==> src/rtl/alu_issue.sv <==
// alu_issue: operation FIFO feeding an external combinational ALU, with a registered result stage.
// Optional macro ALU_ISSUE_ZCNT_EN adds zcnt_out, a saturating count of zero-flag results.
`default_nettype none

module alu_issue #(
  parameter int DEPTH = 4,
  parameter int WIDTH = 32
) (
  input  logic                       clk_in,
  input  logic                       rst_n_in,
  input  logic                       in_valid_in,
  output logic                       in_ready_out,
  input  logic [0:WIDTH-1]           a_in,
  input  logic [0:WIDTH-1]           b_in,
  input  logic [0:2]                 op_in,
  output logic [WIDTH-1:0]           alu_a_out,
  output logic [WIDTH-1:0]           alu_b_out,
  output logic [2:0]                 alu_op_out,
  input  logic [WIDTH-1:0]           alu_y_in,
  input  logic                       alu_z_in,
  output logic                       res_valid_out,
  input  logic                       res_ready_in,
  output logic [WIDTH-1:0]           res_y_out,
  output logic                       res_z_out,
  output logic [2:0]                 res_op_out,
`ifdef ALU_ISSUE_ZCNT_EN
  output logic [15:0]                zcnt_out,
`endif
  output logic [$clog2(DEPTH):0]     count_out
);

  localparam int c_AW = $clog2(DEPTH);
  localparam logic [c_AW:0] c_DEPTH = (c_AW+1)'(DEPTH);

  logic [WIDTH-1:0] r_mem_a  [DEPTH];
  logic [WIDTH-1:0] r_mem_b  [DEPTH];
  logic [2:0]       r_mem_op [DEPTH];

  logic [c_AW-1:0]  r_wptr;
  logic [c_AW-1:0]  r_rptr;
  logic [c_AW:0]    r_count;
  logic             r_res_valid;
  logic [WIDTH-1:0] r_res_y;
  logic             r_res_z;
  logic [2:0]       r_res_op;

  logic w_empty;
  logic w_push;
  logic w_pop;

  assign w_empty      = (r_count == '0);
  assign in_ready_out = (r_count < c_DEPTH);
  assign w_push       = in_valid_in && in_ready_out;
  // The result register frees up on the same edge it is consumed, giving one result per cycle.
  assign w_pop        = !w_empty && (!r_res_valid || res_ready_in);

  assign alu_a_out  = w_empty ? '0 : r_mem_a[r_rptr];
  assign alu_b_out  = w_empty ? '0 : r_mem_b[r_rptr];
  assign alu_op_out = w_empty ? '0 : r_mem_op[r_rptr];

  assign count_out     = r_count;
  assign res_valid_out = r_res_valid;
  assign res_y_out     = r_res_y;
  assign res_z_out     = r_res_z;
  assign res_op_out    = r_res_op;

  always_ff @(posedge clk_in) begin
    if (w_push && rst_n_in) begin
      r_mem_a[r_wptr]  <= a_in;
      r_mem_b[r_wptr]  <= b_in;
      r_mem_op[r_wptr] <= op_in;
    end
  end

  always_ff @(posedge clk_in) begin
    if (!rst_n_in) begin
      r_wptr      <= '0;
      r_rptr      <= '0;
      r_count     <= '0;
      r_res_valid <= 1'b0;
      r_res_y     <= '0;
      r_res_z     <= 1'b0;
      r_res_op    <= '0;
    end else begin
      if (w_push) r_wptr <= r_wptr + 1'b1;
      if (w_pop)  r_rptr <= r_rptr + 1'b1;
      if (w_push && !w_pop)      r_count <= r_count + 1'b1;
      else if (w_pop && !w_push) r_count <= r_count - 1'b1;
      if (w_pop) begin
        r_res_valid <= 1'b1;
        r_res_y     <= alu_y_in;
        r_res_z     <= alu_z_in;
        r_res_op    <= alu_op_out;
      end else if (res_ready_in) begin
        r_res_valid <= 1'b0;
      end
    end
  end

`ifdef ALU_ISSUE_ZCNT_EN
  logic [15:0] r_zcnt;
  assign zcnt_out = r_zcnt;

  always_ff @(posedge clk_in) begin
    if (!rst_n_in)                                r_zcnt <= '0;
    else if (w_pop && alu_z_in && r_zcnt != 16'hFFFF) r_zcnt <= r_zcnt + 16'd1;
  end
`endif

endmodule

`default_nettype wire

==> config.mk <==
export PLATFORM = sky130hd
export DESIGN_NAME = alu_issue
export DESIGN_NICKNAME = d
export VERILOG_FILES = /design/src/rtl/alu_issue.sv
export SDC_FILE = /design/constraint.sdc
export NUM_CORES = 1
export LEC_CHECK = 0
export CORE_AREA = 8 8 183 185
export CTS_CLUSTER_SIZE = 28
export DETAILED_ROUTE_END_ITERATION = 12
export DIE_AREA = 0 0 191 193
export GPL_ROUTABILITY_DRIVEN = 0
export GPL_TIMING_DRIVEN = 0
export PLACE_DENSITY_LB_ADDON = 0.25
export SLEW_MARGIN = 40
export SYNTH_ARGS = -nofsm -noshare
export SYNTH_HDL_FRONTEND = slang
export SYNTH_SLANG_ARGS = --single-unit
==> constraint.sdc <==
create_clock -name clk_in -period 4.8 [get_ports clk_in]
set_input_delay 0.72 -clock clk_in [delete_from_list [all_inputs] [get_ports clk_in]]
set_output_delay 0.72 -clock clk_in [all_outputs]
set_load 0.05 [all_outputs]
# After elaboration in Yosys (flattened, before gate mapping)
# Memory sizes are Yosys's and may differ from the RTL's. A register that Yosys moved wholly into a read port is not among the register bits.
# Cells that the tools add are included.
[totals] ram_bits=268 wordCells=43 regBits=44 mem_count=3
[memory_table] name="r_mem_a" words=4 word_bits=32 read_ports=1 rd_clocked_by_memory_dff=1 wr=1 line_no="35" text="logic [WIDTH-1:0] r_mem_a [DEPTH];"
[memory_table] name="r_mem_b" words=4 word_bits=32 read_ports=1 rd_clocked_by_memory_dff=1 wr=1 line_no="36" text="logic [WIDTH-1:0] r_mem_b [DEPTH];"
[memory_table] name="r_mem_op" words=4 word_bits=3 read_ports=1 rd_clocked_by_memory_dff=1 wr=1 line_no="37" text="logic [2:0] r_mem_op [DEPTH];"
[classes] addsub=4 order_cmp=1 mux=15 reduce_logical=13
[op_table] op="32-bit 2-to-1 mux" count=2
[op_table] op="2-bit 2-to-1 mux" count=6
[op_table] op="3-bit 2-to-1 mux" count=3
[op_table] op="1-bit logical AND" count=5
[op_table] op="2-bit by 1-bit adder with 2-bit output (second input constant)" count=2
[op_table] op="1-bit zero test" count=4
[op_table] op="1-bit 2-to-1 mux" count=4
[op_table] op="2-bit nonzero test" count=2
[op_table] op="3-bit by 1-bit adder with 3-bit output (second input constant)" count=1
[op_table] op="3-bit zero test" count=1
[op_table] op="3-bit < comparator (second input constant)" count=1
[op_table] op="3-bit by 1-bit subtractor with 3-bit output (second input constant)" count=1
[op_table] op="1-bit logical OR" count=1

# Longest topological paths before layout
# Gate-level depths: netlist of run 1.
[logic_depth] ltp_word=6 depth_mapped=10 depth_no_buf=8

# Worst setup path after synthesis of run 1
# OpenSTA, ideal clock, no wires.
[synth_timing] kind="input-to-reg" from="in in_valid_in" to="mem r_mem_a[1][0], enable pin" n_path_buf=1 cell_stages=3 slack_ps=1646 arrival_ps=2722 path_cell_list="nor2b_1 > clkbuf_1 > and3_1"
[synth_between] elab_chain_cells=4
[synth_rtl] item="from (decl)" line_no="11" text="input logic in_valid_in,"
[synth_rtl] item="1-bit logical AND" line_no="53" text="assign w_push = in_valid_in && in_ready_out;"
[synth_rtl] item="net w_push" line_no="48" text="logic w_push;"
[synth_rtl] item="1-bit logical AND" line_no="68" text="if (w_push && rst_n_in) begin"
[synth_rtl] item="1-bit 2-to-1 mux" line_no="68"
[synth_rtl] item="1-bit 2-to-1 mux (implied by the code)" line_no="69" text="r_mem_a[r_wptr] <= a_in;"
[synth_rtl] item="to (decl)" line_no="35"
# The timed path passes the listed nets, and every way through them passes these cells.

# Final worst setup path of run 1
[layout_timing] from="reg r_count[2], in the netlist count_out[2]" to="out alu_b_out[17]"
[layout_between] elab_chain_cells=2
[layout_rtl] item="from (decl)" line_no="41" text="logic [c_AW:0] r_count;"
[layout_rtl] item="from (signal assigned)" line_no="87" text="if (w_push && !w_pop) r_count <= r_count + 1'b1;"
[layout_rtl] item="from (signal assigned)" line_no="88" text="else if (w_pop && !w_push) r_count <= r_count - 1'b1;"
[layout_rtl] item="3-bit zero test" line_no="51" text="assign w_empty = (r_count == '0);"
[layout_rtl] item="32-bit 2-to-1 mux" line_no="58" text="assign alu_b_out = w_empty ? '0 : r_mem_b[r_rptr];"
[layout_rtl] item="to (decl)" line_no="17" text="output logic [WIDTH-1:0] alu_b_out,"
# Every way passes these cells.

==> out/results.txt, run 1 <==
CP Launch Point = count_out[2]
area of the multi-input gates = 2759 sq um
HPWL after DPL = 18460 um
n_diodes = 0
Hold Path Cell Cnt = 2
Post-Syn Area per Cell = 18.66 sq um
initial antenna violation count = 1
hold_buf cts = 0
top cell type by total area after synthesis = edfxtp_1
Leak = 0.005132 uW
clk buf depth = 3
Area growth syn-to-layout = 32.28%
Slew HR = 55.09%
unrepaired setup endpoints after global routing = false
Worst Slack Setup Final = 0.8586 ns
global-route wire length before repair = 41820 um
H-tree Lvls = 2
# rows = 65
CTS Root Cell = clkbuf_16
initial drt markers = 348
CTS tree = done
R2R depth = 10
Post-synth top cells = 268 x edfxtp_1, 67 x and2_1, 67 x mux4_2
Clock Sinks = 314
crit path kind = flip-flop to output pin
Cell variety after synth = 29
Critical Path Sink = alu_b_out[17]
worst hold slack = 0.4745 ns
Crit Reg-Reg Endpoint = count_out[2]
Overflow after GRT = 0
Yosys reg bits = 314
main flop type after synthesis = edfxtp_1
Netlist Area Pre-Place = 11980 sq um
worst-margin pin slew = 0.6736 ns
pre-CTS WS = 1.280 ns
Antenna Violating Nets Remaining = 0
final hold violations = 0
post-route insts no fill = 1323
sequential cell area = 8969 sq um
# IOs = 212
Filler cells = 2586
core area = 30820 sq um
die width = 191 um
FF-to-FF Start = count_out[2]
TritonRoute pass-1 iters = 6
post-CTS sizing = 0
hold crit path type = flip-flop to flip-flop
Final setup viols = 0
Reg clk slew, reported paths = 0.06 ns
Worst IR Drop VDD = 0.3741 mV
Buffers on Ports = 211
Via density = 5.002
status = complete, no violations
Async S/R FF share, synth = 0%
CP Data Required Time = 4.08 ns
Die Area = 36860 sq um
starting density of the core = 38.87%
PD cells = 627.4 nW/um^2
sequential area share after synthesis = 74.86%
Max Cap Viol = 0
Clk Latency, worst-skew pair = 0.51 ns
min Tclk post-route = 3.941 ns
vias in the first global route = 7074
Syn Inst Count = 642
clock skew = 0.01158 ns
number of cells after detailed placement = 1263
synth top area cells = edfxtp_1 67%, mux4_2 13%, dfxtp_1 7.7%, and2_1 3.5%, a21oi_1 1.7%
Fmax = 0.2537 GHz
drt total wl = 27500 um
pin count of the biggest net entering global routing = 34
die height = 193 um
worst endpoint data arrival time = 3.22 ns
Mapped Nets = 752
top-count cell post-synth = edfxtp_1
crit path launch type = flip-flop
fin crit share = 82.11%
flop2flop setup slack = 2.15 ns
Crit. End Element = output pin
Vias = 6617
Post-CTS Setup Inserts = 0
Final nets = 1008
DR WL/cell = 20.78 um
CP max FO = 10
Yosys top cell area share = 67.17%
setup_tns = 0 ns
total CTS buffers = 35
All-Layer GR Usage = 14.81%
max-slew violation count = 0
share of layout cells above drive strength 1 = 15.42%
Remaining DRCs = 0
EDFF count, synth = 268
Syn. warnings = 0
-- placed cells by master, fill, tap and decap left out, drive strengths merged --
cell,instances
edfxtp,268
clkdlybuf4s50,211
clkbuf,69
mux4,67
and2,67
dfxtp,46
a21oi,40
o21ai,38
nand3,37
buf,26
clkinv,13
ha,5
inv,5
and3,4
nor2,4
or3,3
mux2i,3
nor2b,2
nand2b,2
nand2,2
xor2,2
bufinv,2
clkinvlp,2
nor3,1
xnor2,1
fa,1
-- logic make-up (layout without fill, tap and decap cells) --
family | Yosys count | in the layout | synth area share (%)
muxes | 70 | 70 | 12.85
and+or+nand+nor | 122 | 122 | 5.848
AOI/OAI and AO/OA | 78 | 78 | 3.258
buffers and inverters | 49 | 328 | 2.277
DFF | 314 | 314 | 74.86
adders and majority gates | 6 | 6 | 0.6893
xor gates and xnor gates | 3 | 3 | 0.2194
-- report_power, final --
part           internal, uW  total, uW  leakage (uW)  switching (uW)
Clock                  1480       2490      0.000521            1010
Combinational          1560       4160       0.00180            2600
Sequential             3200       3290       0.00281            90.2
-- flip-flops by register name (all words and copies together), names as in the netlist, named ones only --
| signal | cells |
|---|---|
| res_y_out | 32 |
| r_mem_b | 128 |
| count_out | 3 |
| res_valid_out | 1 |
| res_op_out | 3 |
| r_mem_op | 12 |
| r_mem_a | 128 |
| res_z_out | 1 |
| r_rptr | 2 |
| r_wptr | 2 |
-- layout make-up --
class,count,share of cell area (%)
buffer,44,1.603
inverter,5,0.1184
multi-input combinational,279,17.41
tap,402,3.174
timing repair buffer,219,14.34
sequential,314,56.59
clock inverter,17,0.9158
clock buffer,43,5.850
-- worst min-delay path by stage --
stage                  start             to
2_1_floorplan      r_rptr[1]      flip-flop
5_1_grt        res_y_out[20]  res_y_out[20]
3_5_place_dp   res_y_out[21]  res_y_out[21]
3_3_place_gp    res_y_out[7]   res_y_out[7]
4_1_cts         res_y_out[2]   res_y_out[2]
6_report        res_y_out[2]   res_y_out[2]
-- through the flow --
| step | util (%) | total power (uW) | cell area [sq um] |
|---|---|---|---|
| after CTS | 51.41 | 10110 | 15850 |
| final | 51.41 | 9943 | 15850 |
| after floorplan | - | 6166 | 11980 |
| after global placement | 47.35 | 7557 | 14600 |
| after global routing | 51.41 | 10390 | 15850 |
| after detailed placement | 47.94 | 7580 | 14780 |
-- per-layer routing --
metal / part of all wire, % / wire length, um / global-route usage, %
met1: 42 / 11520 / 18.38
met2: 49 / 13380 / 25.14
met3: 7.6 / 2086 / 4.029
met4: 1.8 / 494 / 4.296
met5: 0.047 / 13 / 0
-- worst max-delay path, stage by stage, from the launching register on --
cell             delay, ns
dfxtp_1               0.43
or3_1                 0.17
clkbuf_1              0.24
buf_2                 0.37
clkbuf_1              0.44
and2_1                0.24
clkdlybuf4s50_1       0.83
Note: power is estimated with default switching activity, not from simulation.
==> run 2, diff against run 1 <==
==> constraint.sdc (replaced) <==
create_clock -name clk_in -period 3.65 [get_ports clk_in]
set_input_delay 0.5475 -clock clk_in [delete_from_list [all_inputs] [get_ports clk_in]]
set_output_delay 0.5475 -clock clk_in [all_outputs]
set_load 0.05 [all_outputs]
==> run 2 against run 1 <==
Non-clock buffer count unchanged. Via count about the same. Combinational power rose by 27%. Highest routed layer unchanged.
==> out/results.txt, run 2 (same netlist as run 1, synthesis figures left out) <==
clk buf depth = 3 (unchanged)
CTS Root Cell = clkbuf_16
Crit. End Element = output pin
Worst Slack Setup Final = 0.2233 ns (-0.6353 ns)
Final setup viols = 0 (unchanged)
min Tclk post-route = 3.427 ns
max-slew violation count = 0 (unchanged)
core area = 30820 sq um (unchanged)
slowest stage delay, CP = 0.55 ns (-0.28 ns)
pin count of the biggest net entering global routing = 34 (unchanged)
Overflow after GRT = 0 (unchanged)
worst hold slack = 0.4746 ns (+0.0001610 ns)
Antenna Violating Nets Remaining = 0 (unchanged)
# rows = 65 (unchanged)
pre-CTS WS = 0.3020 ns (-0.9775 ns)
PD cells = 814.6 nW/um^2 (+30%)
DR WL/cell = 20.78 um (about the same)
worst endpoint data arrival time = 2.88 ns (-0.34 ns)
Fmax = 0.2918 GHz
Via density = 5.006 (about the same)
Slew HR = 54.72% (-0.37 points)
unrepaired setup endpoints after global routing = false
initial antenna violation count = 1 (unchanged)
TritonRoute pass-1 iters = 5 (-1)
crit path launch type = flip-flop
CP Data Required Time = 3.10 ns (-0.98 ns)
n_diodes = 0 (unchanged)
leading cell type in the layout, fill and taps excluded = edfxtp_1
status = complete, no violations
Most common cell on crit path = clkbuf_1
starting density of the core = 38.87% (unchanged)
H-tree Lvls = 2 (unchanged)
total CTS buffers = 35 (unchanged)
crit path max-delay cell type = dlygate4sd2_1
Remaining DRCs = 0 (unchanged)
Clk Latency, worst-skew pair = 0.51 ns (about the same)
Reg clk slew, reported paths = 0.06 ns (about the same)
HPWL after DPL = 18460 um (unchanged)
crit path kind = flip-flop to output pin
fin crit share = 93.88%
Cell Chain, Critical Path = or3_1, clkbuf_1, buf_2, clkbuf_1, and2_1, dlygate4sd2_1
Buffers on Ports = 211 (unchanged)
setup_tns = 0 ns (unchanged)
Vias = 6623 (+0.091%)
CP max FO = 10 (unchanged)
Area growth syn-to-layout = 31.91%
vias in the first global route = 7075 (+0.014%)
Final nets = 1008 (unchanged)
initial drt markers = 366 (+5.2%)
CTS tree = done
Buf+Inv Stages, Crit Path = 4 (unchanged)
share of layout cells above drive strength 1 = 15.64% (+0.22 points)
Die Area = 36860 sq um (unchanged)
All-Layer GR Usage = 14.80% (about the same)
hold crit path type = flip-flop to flip-flop
Worst IR Drop VDD = 0.4608 mV (+23%)
final hold violations = 0 (unchanged)
global-route wire length before repair = 41790 um (about the same)
Post-CTS Setup Inserts = 0 (unchanged)
commonest cells after routing, fill and taps aside = 268 x edfxtp_1, 161 x clkdlybuf4s50_1, 67 x mux4_2, 67 x and2_1
Leak = 0.005338 uW (+4.0%)
Clock Sinks = 314 (unchanged)
# IOs = 212 (unchanged)
die width = 191 um (unchanged)
die height = 193 um (unchanged)
drt total wl = 27490 um (about the same)
Max Cap Viol = 0 (unchanged)
cell family with most CP delay = buffers and inverters
clock skew = 0.01110 ns (-0.0004788 ns)
worst-margin pin slew = 0.6792 ns (+0.005516 ns)
[run 2: cell type report]
cell class / count / area [sq um]
Fill cell: 2604 / 15020
Clock buffer: 43 / 927.1
Timing Repair Buffer: 219 / 2225
Tap cell: 402 / 503.0
Clock inverter: 17 / 145.1
Inverter: 5 / 18.77
Buffer: 44 / 256.5
Multi-Input combinational cell: 279 / 2759
Sequential cell: 314 / 8969
[run 2: metal layers]
layer | GRT usage [%] | routed length (um)
met5 | 0 | 13
met2 | 25.14 | 13500
met1 | 18.35 | 11530
met4 | 4.296 | 449
met3 | 4.065 | 2003
[run 2: where the power goes]
| part | total [uW] | internal (uW) | switching, uW |
|---|---|---|---|
| logic | 5270 | 1860 | 3410 |
| registers | 4330 | 4210 | 119 |
| clock network | 3280 | 1950 | 1330 |
| total | 12900 | 8010 | 4860 |
[run 2: final timing paths]
| path | startpoint | end | slack [ns] | cells after the start |
|---|---|---|---|---|
| max reg2reg | count_out[2] | count_out[2] | 1.00 | 10 |
| min | res_y_out[2] | res_y_out[2] | 0.47 | 2 |
| max | count_out[2] | alu_b_out[3] | 0.22 | 6 |
| min reg2reg | res_y_out[2] | res_y_out[2] | 0.47 | 2 |
[run 2: through the flow]
step | cell area [sq um] | cells | util (%) | power (uW)
2_1_floorplan | 11980 | 642 | - | 8109
4_1_cts | 15790 | 1323 | 51.23 | 13100
6_report | 15800 | 1323 | 51.27 | 12870
3_5_place_dp | 14780 | 1263 | 47.94 | 9968
5_1_grt | 15800 | 1323 | 51.27 | 13460
3_3_place_gp | 14600 | 1255 | 47.35 | 9938
[run 2: tightest hold or removal path: stages, from the launching register on]
cell	delay, ns
dfxtp_1	0.30
o21ai_0	0.06
a21oi_1	0.06
[run 2: timing repair]
action,CTS,global route
endpoints found under the setup margin,50,12
hold buffers,0,0
gates resized for setup,47,6
==> run 3, diff against run 2 <==
--- a/config.mk
+++ b/config.mk
@@ -5,13 +5,15 @@
 export SDC_FILE = /design/constraint.sdc
 export NUM_CORES = 1
 export LEC_CHECK = 0
-export CORE_AREA = 8 8 183 185
+export ABC_AREA = 1
+export CORE_AREA = 8 8 166 207
 export CTS_CLUSTER_SIZE = 28
 export DETAILED_ROUTE_END_ITERATION = 12
-export DIE_AREA = 0 0 191 193
+export DIE_AREA = 0 0 174 215
 export GPL_ROUTABILITY_DRIVEN = 0
 export GPL_TIMING_DRIVEN = 0
 export PLACE_DENSITY_LB_ADDON = 0.25
+export RECOVER_POWER = 100
 export SLEW_MARGIN = 40
 export SYNTH_ARGS = -nofsm -noshare
 export SYNTH_HDL_FRONTEND = slang
==> run 3 against run 2 <==
The flow now finishes with violations (max-capacitance violations, max-slew violations). Synthesized cell count grew 62%. Sequential cell count is the same. Routed wire length grew 17%. Combinational power grew 28%. Cell count grew 31%. Critical endpoint is now alu_b_out[13].
==> out/results.txt, run 3 <==
fin crit share = 96.59% (+2.7 points)
flop2flop setup slack = 0.50 ns (-0.50 ns)
share of layout cells above drive strength 1 = 6.894% (-8.7 points)
Hold Path Cell Cnt = 2 (unchanged)
switching share of power = 44.54% (+6.8 points)
starting density of the core = 39.22% (+0.35 points)
Via density = 4.907 (-2.0%)
Max Cap Viol = 2 (+2)
final hold violations = 0 (unchanged)
Finished Core Util = 51.04% (-0.23 points)
synth top area cells = edfxtp_1 66%, nor2_1 8.3%, dfxtp_1 7.5%, a21oi_1 4.3%, o21ai_0 2.9%
Syn Inst Count = 1041 (+62%)
Crit Reg-Reg Endpoint = r_mem_a[3][25]
core area = 31240 sq um (+1.3%)
FF-to-FF Start = count_out[2]
die width = 174 um (-8.9%)
Reg clk slew, reported paths = 0.06 ns (about the same)
main flop type after synthesis = edfxtp_1
total power draw = 13890 uW (+7.9%)
crit path kind = flip-flop to output pin
min Tclk post-route = 3.525 ns (+0.09874 ns)
status = finished, violations left
worst-margin pin slew = 1.608 ns (+0.9290 ns)
Filler cells = 2762 (+6.1%)
Fmax = 0.2837 GHz (-2.8%)
Post-synth top cells = 271 x nor2_1, 268 x edfxtp_1, 106 x a21oi_1
global-route wire length before repair = 49260 um (+18%)
unrepaired setup endpoints after global routing = false
sequential cell area = 8969 sq um (unchanged)
top cell type by total area after synthesis = edfxtp_1
Finished Cell Area = 15940 sq um (+0.89%)
initial antenna violation count = 7 (+6)
Final nets = 1414 (+40%)
Remaining DRCs = 0 (unchanged)
CTS tree = done
drt total wl = 32070 um (+17%)
Clock power frac = 20.3% (-5.2 points)
area of the multi-input gates = 2766 sq um (+0.27%)
max-slew violation count = 26 (+26)
post-route insts no fill = 1734 (+31%)
Vias = 8508 (+28%)
failing checks = max-capacitance violations, max-slew violations
CP Data Required Time = 3.10 ns (about the same)
Post-Syn Area per Cell = 11.77 sq um (-37%)
CP max FO = 10 (unchanged)
DR WL/cell = 18.49 um (-11%)
Area growth syn-to-layout = 30.14%
# rows = 73 (+12%)
hold endpoint = res_y_out[6]
Final setup viols = 0 (unchanged)
EDFF count, synth = 268 (unchanged)
top-count cell post-synth = nor2_1
CTS Root Cell = clkbuf_16
clock skew = 0.02107 ns (+0.009972 ns)
Post-CTS Setup Inserts = 0 (unchanged)
Sequential Power Share = 31.1% (-2.5 points)
PD cells = 871.5 nW/um^2 (+7.0%)
Clock Sinks = 314 (unchanged)
sequential area share after synthesis = 73.20% (-1.7 points)
clk buf depth = 3 (unchanged)
placed cell areas = 15320 sq um (+3.7%)
All-Layer GR Usage = 16.60% (+1.8 points)
post-CTS sizing = 0 (-100%)
worst endpoint data arrival time = 2.98 ns (+0.10 ns)
HPWL after DPL = 22410 um (+21%)
Switch Pwr = 6188 uW (+27%)
Overflow after GRT = 0 (unchanged)
Netlist Area Pre-Place = 12250 sq um (+2.3%)
Mapped Nets = 1151 (+53%)
Leak = 0.005744 uW (+7.6%)
hold crit path type = flip-flop to flip-flop
pin count of the biggest net entering global routing = 18 (-47%)
Die Area = 37410 sq um (+1.5%)
leading cell type in the layout, fill and taps excluded = nor2_1
number of cells after detailed placement = 1683 (+33%)
internal power = 7706 uW (-3.8%)
die height = 215 um (+11%)
Worst IR Drop VDD = 0.5435 mV (+18%)
Syn. warnings = 0 (unchanged)
Clk Latency, worst-skew pair = 0.56 ns (+0.05 ns)
hold_buf cts = 0 (unchanged)
TritonRoute pass-1 iters = 4 (-1)
setup_tns = 0 ns (unchanged)
R2R depth = 8 (-2)
vias in the first global route = 8580 (+21%)
H-tree Lvls = 1 (-1)
Yosys top cell area share = 65.69% (-1.5 points)
Async S/R FF share, synth = 0% (unchanged)
Buffers on Ports = 211 (unchanged)
Crit. End Element = output pin
commonest cells after routing, fill and taps aside = 271 x nor2_1, 268 x edfxtp_1, 151 x dlygate4sd3_1
crit path launch type = flip-flop
initial drt markers = 479 (+31%)
Antenna Violating Nets Remaining = 0 (unchanged)
Cell variety after synth = 21 (-28%)
hold path start = res_y_out[6]
total CTS buffers = 31 (-11%)
# IOs = 212 (unchanged)
Slew HR = -7.608% (-62 points)
Gate power share = 48.6% (+7.7 points)
Yosys reg bits = 314 (unchanged)
==> run 3: changes by cell type in the layout (fill, tap and decap cells not counted), sizes merged, moves of 5 or more <==
cell,before,now
clkbuf,69,79
dlygate4sd2,46,0
clkdlybuf4s50,161,57
and2,67,0
nor2,4,271
inv,5,34
o21ai,38,132
mux4,67,0
dlygate4sd3,0,151
nand3,37,42
nand2,2,70
a21oi,40,106
buf,26,46
==> run 3: worst max-delay path by stage <==
stage | start | to | cells after the start
2_1_floorplan | count_out[2] | r_mem_a[0][0] | 5
3_3_place_gp | rst_n_in | r_mem_a[3][18] | 4
3_5_place_dp | rst_n_in | r_mem_a[2][18] | 7
4_1_cts | count_out[0] | alu_op_out[0] | 7
5_1_grt | flip-flop | alu_a_out[25] | 6
6_report | flip-flop | alu_b_out[13] | 6
==> run 3: per-layer routing <==
layer  routed length [um]  track usage (%)  vias up
li1                     -                -     4142
met1                13180            19.69     4065
met2                15930            29.16      240
met3                 2232            4.543       51
met4                  664            4.453       10
met5                   58                0        -
==> run 3: per-stage QoR <==
stage | worst slack (ns) | hold WS, ns
global route | 0.0001688 | 0.4783
floorplan | -0.9487 | 0.4672
CTS | 0.05700 | 0.4628
finish | 0.1246 | 0.4570
detailed placement | 0.4731 | 0.4538
global placement | -3.695 | 0.4482
==> run 3: cell type report <==
class | instances | area share (%)
Sequential cell | 314 | 56.25
Multi-Input combinational cell | 627 | 17.35
Timing Repair Buffer | 230 | 14.49
Clock buffer | 38 | 5.030
Tap cell | 412 | 3.233
Buffer | 65 | 2.307
Inverter | 35 | 0.8397
Clock inverter | 11 | 0.4630
Antenna cell | 2 | 0.03139
==> run 3: cell families (layout without fill, tap and decap cells) <==
kind of cell	after synthesis	after routing	synth area share (%)
flip-flops	314	314	73.20
AO/OA/AOI/OAI	238	238	9.722
adder cells (fa/ha/maj)	6	6	0.6740
AND/OR/NAND/NOR	383	383	12.22
buffers and inverters	100	379	4.177
other	0	2	0
==> run 3: critical path: stages (launching register included) <==
cell and delay [ns]:
dfxtp_1 0.30, buf_4 0.19, inv_4 0.14, clkbuf_1 0.46, o21ai_0 0.18, a21oi_1 0.27
clkdlybuf4s50_1 0.86
==> run 3: power groups by stage <==
stage / logic (uW) / registers [uW] / clock network [uW]
4_1_cts: 7150 / 4330 / 2890
5_1_grt: 7210 / 4360 / 3050
3_3_place_gp: 7010 / 4430 / 0
6_report: 6750 / 4330 / 2820
2_1_floorplan: 4090 / 4880 / 0
3_5_place_dp: 7120 / 4400 / 0
